--- config.mk ---
export PLATFORM = sky130hd
export DESIGN_NAME = traffic_light_ctrl
export DESIGN_NICKNAME = d
export VERILOG_FILES = /design/src/rtl/traffic_light_ctrl.sv
export SDC_FILE = /design/constraint.sdc
export NUM_CORES = 1
export LEC_CHECK = 0
export ABC_AREA = 1
export BUFFER_PORTS_ARGS = -buffer_cell sky130_fd_sc_hd__buf_2
export CAP_MARGIN = 30
export CORE_ASPECT_RATIO = 1.1
export CORE_UTILIZATION = 30
export DETAILED_ROUTE_END_ITERATION = 12
export PLACE_DENSITY = 0.49
export SYNTH_ARGS = -nofsm -noshare
export SYNTH_HDL_FRONTEND = slang
export SYNTH_SLANG_ARGS = --single-unit
--- constraint.sdc ---
create_clock -name clk -period 1.35 [get_ports clk]
set_clock_uncertainty 0.1 [all_clocks]
set_input_delay 0.0675 -clock clk [delete_from_list [all_inputs] [get_ports clk]]
set_output_delay 0.0675 -clock clk [all_outputs]
set_load 0.05 [all_outputs]
--- src/rtl/traffic_light_ctrl.sv ---
// traffic_light_ctrl: fixed-time two-way intersection controller with all-red clearance
module traffic_light_ctrl #(
  parameter int GREEN_CYCLES  = 20,
  parameter int YELLOW_CYCLES = 5,
  parameter int ALLRED_CYCLES = 2
) (
  input  logic       clk,
  input  logic       reset,
  output logic [2:0] light_NS,
  output logic [2:0] light_EW
);
  localparam int MAX_D = (GREEN_CYCLES > YELLOW_CYCLES)
                         ? ((GREEN_CYCLES > ALLRED_CYCLES) ? GREEN_CYCLES : ALLRED_CYCLES)
                         : ((YELLOW_CYCLES > ALLRED_CYCLES) ? YELLOW_CYCLES : ALLRED_CYCLES);
  localparam int CW = (MAX_D > 1) ? $clog2(MAX_D) : 1;
  localparam logic [CW-1:0] G_L = CW'(GREEN_CYCLES - 1);
  localparam logic [CW-1:0] Y_L = CW'(YELLOW_CYCLES - 1);
  localparam logic [CW-1:0] A_L = CW'(ALLRED_CYCLES - 1);
  localparam logic [2:0] RED = 3'b100, YEL = 3'b010, GRN = 3'b001;
  typedef enum logic [2:0] {
    S_NS_GREEN, S_NS_YELLOW, S_ALLRED_1, S_EW_GREEN, S_EW_YELLOW, S_ALLRED_2
  } state_t;
  state_t        state_q, state_d, nxt;
  logic [CW-1:0] cnt_q, cnt_d, lim;
  logic [2:0]    light_ns_q, light_ns_d, light_ew_q, light_ew_d;
  logic          bad, done;
  always_comb begin
    nxt = S_NS_GREEN;
    lim = '0;
    bad = 1'b0;
    case (state_q)
      S_NS_GREEN:  begin nxt = S_NS_YELLOW; lim = G_L; end
      S_NS_YELLOW: begin nxt = S_ALLRED_1;  lim = Y_L; end
      S_ALLRED_1:  begin nxt = S_EW_GREEN;  lim = A_L; end
      S_EW_GREEN:  begin nxt = S_EW_YELLOW; lim = G_L; end
      S_EW_YELLOW: begin nxt = S_ALLRED_2;  lim = Y_L; end
      S_ALLRED_2:  begin nxt = S_NS_GREEN;  lim = A_L; end
      default:     bad = 1'b1;
    endcase
    done       = bad || (cnt_q == lim);
    state_d    = done ? nxt : state_q;
    cnt_d      = done ? '0 : cnt_q + CW'(1);
    light_ns_d = (state_d == S_NS_GREEN) ? GRN : (state_d == S_NS_YELLOW) ? YEL : RED;
    light_ew_d = (state_d == S_EW_GREEN) ? GRN : (state_d == S_EW_YELLOW) ? YEL : RED;
  end
  // lamps are registered alongside the state so they never glitch on decode
  always_ff @(posedge clk) begin
    if (reset) begin
      state_q    <= S_NS_GREEN;
      cnt_q      <= '0;
      light_ns_q <= GRN;
      light_ew_q <= RED;
    end else begin
      state_q    <= state_d;
      cnt_q      <= cnt_d;
      light_ns_q <= light_ns_d;
      light_ew_q <= light_ew_d;
    end
  end
  assign light_NS = light_ns_q;
  assign light_EW = light_ew_q;
endmodule

---- Word level (Yosys, flattened, before mapping) ----
Cells that the tools add are included.
operators by class
  multiplexer cells ....................... 7
  $add $sub $neg .......................... 1
  reduce and logical (&&, ||, !) cells .... 10
  equality and inequality tests ........... 9
operator list
  operator                                                                number
  3-bit one-hot mux with 5 select lines                                   1
  5-bit one-hot mux with 3 select lines                                   1
  3-bit 2-to-1 mux                                                        4
  2-bit OR reduction                                                      6
  3-bit by 2-bit equality test with 1-bit output (second input constant)  3
  3-bit equality test (second input constant)                             3
  3-bit by 1-bit equality test with 1-bit output (second input constant)  2
  3-bit logical NOT                                                       2
  6-bit OR reduction                                                      1
  5-bit by 1-bit adder with 5-bit output (second input constant)          1
  5-bit equality test                                                     1
  1-bit logical OR                                                        1
  1-bit 2-to-1 mux                                                        1
storage, ports and cells
  word-level logic and storage cells ...... 32
  output and inout port bits .............. 6
  register bits after elaboration ......... 14

---- Longest topological paths before layout ----
  depth in word-level cells ............... 9
  gate-level depth with buffers ........... 14
  mapped depth without buffers ............ 14

---- Worst setup path after synthesis ----
OpenSTA, ideal clock, no wires.
  path type ............................... reg2reg
  start ................................... register state_q[0]
  end ..................................... register light_ew_q[2], in the netlist light_EW[2]
  buffers on the path ..................... 1
  arrival time ............................ 1302 ps
  period minus slack after synthesis ...... 1520 ps
  path slack .............................. -170 ps
  data required time ...................... 1133 ps
  stages on the path, launching flop included .. 14
  setup time .............................. 117 ps
  cells stage by stage .................... dfxtp_1 buf_4 inv_4 nand2_2 nand2_2 nand2_1 nand2_1 nand3_2 o21ai_1 nand2_1 nand2_2 nand2_2 nor2_4 nor2_2
on the way
  longest elaborated chain between the ends .. 9
  elaborated cells on any way between the ends .. 20
ends and longest elaborated chain
  what                                         RTL line  RTL
  start, declared                              23        state_t state_q, state_d, nxt;
  start signal, assigned                       54        state_q <= state_d;
  3-bit equality test (tied with other cells)  31        case (state_q)
  2-bit OR reduction (no line)                 -
  5-bit one-hot mux with 3 select lines        31
  5-bit equality test                          40        done = bad || (cnt_q == lim);
  1-bit logical OR                             40
  3-bit 2-to-1 mux (*)                         41        state_d = done ? nxt : state_q;
  3-bit equality test                          44        light_ew_d = (state_d == S_EW_GREEN) ? GRN : (state_d == S_EW_YELLOW) ? YEL : RED;
  3-bit 2-to-1 mux                             44
  3-bit 2-to-1 mux (*)                         44
  end signal, assigned                         57        light_ew_q <= light_ew_d;
  end, declared                                25        logic [2:0] light_ns_q, light_ns_d, light_ew_q, light_ew_d;
Every way passes the cells marked *; elsewhere a longest branch is shown, timed or not.
A chain may end at the register's enable or synchronous reset.

---- Final worst setup path ----
Ends and elaborated chain as after synthesis.

==> summary.txt <==
Pwr
  – Switch share: 22.5%
  – Gate power share: 8.7%
  – VDD IR max: 0.681 mV
  – Pint: 611 uW
  – Seq pwr share: 53.6%
  – Sw Pwr: 178 uW
  – Clk pwr share: 37.7%
  – Leak: 0.594 nW
  – Pwr/cell area: 641 nW/um^2

Logic synthesis
  – Synthesized area per cell: 7.44 um^2
  – Post-synthesis async set-or-reset flop share: 0%
  – Dominant cell type by area after synthesis: dfxtp_1
  – Synth warn: 0
  – Gate Count Post-Synth: 94
  – Top cell type's share of synthesized area: 40.1%
  – Synth Net Count: 97
  – Synth area leaders: dfxtp_1 (40%), nand3_1 (11%), nand2_1 (9.7%)
  – Register bit total from synthesis: 14
  – Synth cell types: 21
  – Post-synth EDFFs: 0
  – Ys flop type: dfxtp_1
  – Commonest cells in the netlist: nand2_1 (18), nand3_1 (15), dfxtp_1 (14)
  – Most frequent cell after synthesis: nand2_1
  – Seq/Total Area, Yosys: 40.1%
  – Post-Synthesis Cell Area: 699 um^2

Setup path
  – Crit-path max cell delay: 340 ps
  – CP Buf/Inv Count: 3
  – Arrival time worst endpoint: 1720 ps
  – Top cell family by delay on the critical path: simple AND/OR/NAND/NOR gates
  – Req. time, crit path: 1420 ps
  – Critical path peak fanout: 5
  – Kind of critical path: flop to flop
  – Crit end category: flop
  – Worst path cell trace: buf_6, inv_4, nand2_4, nand2_4, nand3_1, nand3_4, inv_2, nand2_4, nand3_4, nand2_4, nand2_4, nor2_4, nor2_2
  – CP most frequent cell: nand2_4
  – Critical Path Start Type: flop
  – Critical-path top delay cell: dfxtp_2

Finish
  – Syn-to-layout area delta: 75.8%
  – Share of layout cells above drive strength 1: 64.9%
  – Fillers: 181
  – Seq. cell area: 289 um^2
  – Final Cell Area: 1230 um^2
  – Non-filler cells in the finished layout: 162
  – Nets@finish: 138
  – Ant. Diodes: 0
  – Multi-input logic area: 533 um^2

Die
  – Ports: 8
  – Starting Density: 33.2%
  – FP Rows: 17
  – Core Area: 2110 um^2
  – DIE HEIGHT: 52.6 um
  – Die area: 2530 um^2
  – Die X: 48.0 um

Routing
  – DR vias/cell: 4.51
  – Final ANT Viol Nets: 0
  – WL/cell: 11.6 um
  – TritonRoute pass-1 iters: 4
  – Routed WL: 1.89 mm
  – DRC Markers: 0
  – 1st-iter DRT viols: 4
  – Routed vias: 731

Clocking
  – Clk_lat worst skew: 270 ps
  – CTS H-tree lvls: 1
  – Root Buffer: clkbuf_4
  – Clk buf depth: 2
  – CTS Sinks: 14
  – Register clock-pin slew on the reported worst setup and hold paths: 90 ps
  – CTS tree: done
  – CTS buffer count: 3

STA
  – Slew of the pin with the lowest slew margin: 344 ps
  – Fin. max-slew vios: 0
  – Max Freq: 605 MHz
  – Post-route clock period utilization: 122%
  – Relative slew slack: 77.0%
  – Endpoints failing setup: 14
  – Post-layout min period: 1650 ps
  – WHS: 457 ps
  – Final number of hold-violating endpoints: 0
  – Final worst setup slack: -303 ps
  – RSZ-0062 raised after global routing: yes

Job
  – Max-Cap Viols: 0

Global route
  – Global-route usage over all layers: 17.4%
  – Largest net degree at the start of global routing: 9
  – GRT overflow: 0
  – Antenna violations before repair: 0
  – Vias in the first global route: 699
  – First-pass GRT wire length: 3.04 mm

Place
  – Input/output buffers: 7
  – Dpl cells: 146
  – Placed Area: 908 um^2
  – Global placement routability congestion: 0.846
  – Final HPWL DP: 1.16 mm

Outcome
  – Violated checks: negative setup slack
  – Status: finished with violations

Hold path
  – HP Class: flop to flop
## cell families after synthesis
| family | after synthesis | synth area share [%] |
|---|---|---|
| AOI/OAI and AO/OA | 5 | 3.58 |
| DFF | 14 | 40.1 |
| and+or+nand+nor | 58 | 43.7 |
| buffers and inverters | 14 | 8.41 |
| adders and majority gates | 1 | 1.79 |
| xor gates and xnor gates | 2 | 2.50 |
## worst min-delay path: cells and delay by family (launching register included)
kind          cells  cell delay [ps]
simple gates      1               30
buf+inv           1              130
flops             1              360
## power by group through the flow
stage               registers (mW)  logic (mW)  clock network (mW)
finish                       0.423      0.0684               0.298
global route                 0.425      0.0768               0.332
CTS                          0.425      0.0610               0.310
detailed placement           0.436      0.0517                   0
global placement             0.436      0.0511                   0
floorplan                    0.437      0.0268                   0
## cell usage in the layout, fill, tap and decap left out
master         netlist  routed
nand3_4              0       5
nor3_4               0       1
nor2_4               1       3
clkbuf_8             0       1
nand2_2              8       9
dfxtp_2              0       1
dfxtp_1             14      11
nand4_1              1       1
nand3b_1             1       1
a21oi_1              3       1
clkbuf_4             0       3
dfxtp_4              0       2
inv_4                1       2
buf_2                0       7
dlygate4sd3_1        0       1
or2_2                1       1
inv_1                7       7
nand3_1             15       8
nand3_2              1       3
inv_6                0       1
buf_6                0       4
o21ai_4              0       1
xor2_1               2       2
inv_2                5       3
nor2_2               2       4
nand2_1             18      10
nor2_1               7       3
nand2_4              2       9
buf_4                1      25
a21oi_2              0       2
o21ai_1              2       1
ha_1                 1       1
## cell type report
type | instances | area share, %
well taps | 28 | 2.85
inverters | 13 | 4.78
repair buffers | 37 | 22.6
flip-flops and latches | 14 | 23.5
clock buffers | 4 | 2.95
multi-input cells | 66 | 43.3
## through the flow
step | TNS [ps] | total power [mW] | setup WS, ps | utilization [%]
after global routing | -4360 | 0.834 | -367 | 58.4
after CTS | -2610 | 0.797 | -271 | 51.2
after floorplan | -551 | 0.463 | -153 | -
final | -3350 | 0.789 | -303 | 58.4
after detailed placement | -2990 | 0.488 | -316 | 43.1
after global placement | -2910 | 0.487 | -315 | 43.1
## path summary, 6_finish.rpt
path                    startpoint                      to  slack (ps)  depth (start not counted)
max          state_q[0]$_SDFF_PP0_  light_EW[2]$_SDFF_PP1_        -300                         13
min            cnt_q[0]$_SDFF_PP0_     cnt_q[0]$_SDFF_PP0_         460                          2
max reg2reg  state_q[0]$_SDFF_PP0_  light_EW[2]$_SDFF_PP1_        -300                         13
min reg2reg    cnt_q[0]$_SDFF_PP0_     cnt_q[0]$_SDFF_PP0_         460                          2
## metal layers
| layer | up-vias | part of all wire, % | routed length (um) | global-route usage (%) |
|---|---|---|---|---|
| met3 | 2 | 1.4 | 27 | 3.10 |
| met5 | - | 0 | 0 | 0 |
| met4 | 0 | 0.85 | 16 | 7.41 |
| li1 | 375 | - | - | - |
| met1 | 348 | 48 | 909 | 23.6 |
| met2 | 6 | 49 | 931 | 26.4 |
## sequential cells by signal (all words and copies together) (netlist names)
name      count
light_NS      3
state_q       3
light_EW      3
cnt_q         5
## repair_timing
item,4_1_cts,5_1_grt
pin swaps,11,17
hold buffers,1,0
setup endpoints to repair,14,14
setup buffers,3,8
cloned,0,0
gates resized for setup,23,23
hold endpoints to repair,5,0
No activity file was read; power rests on OpenSTA's default activity.
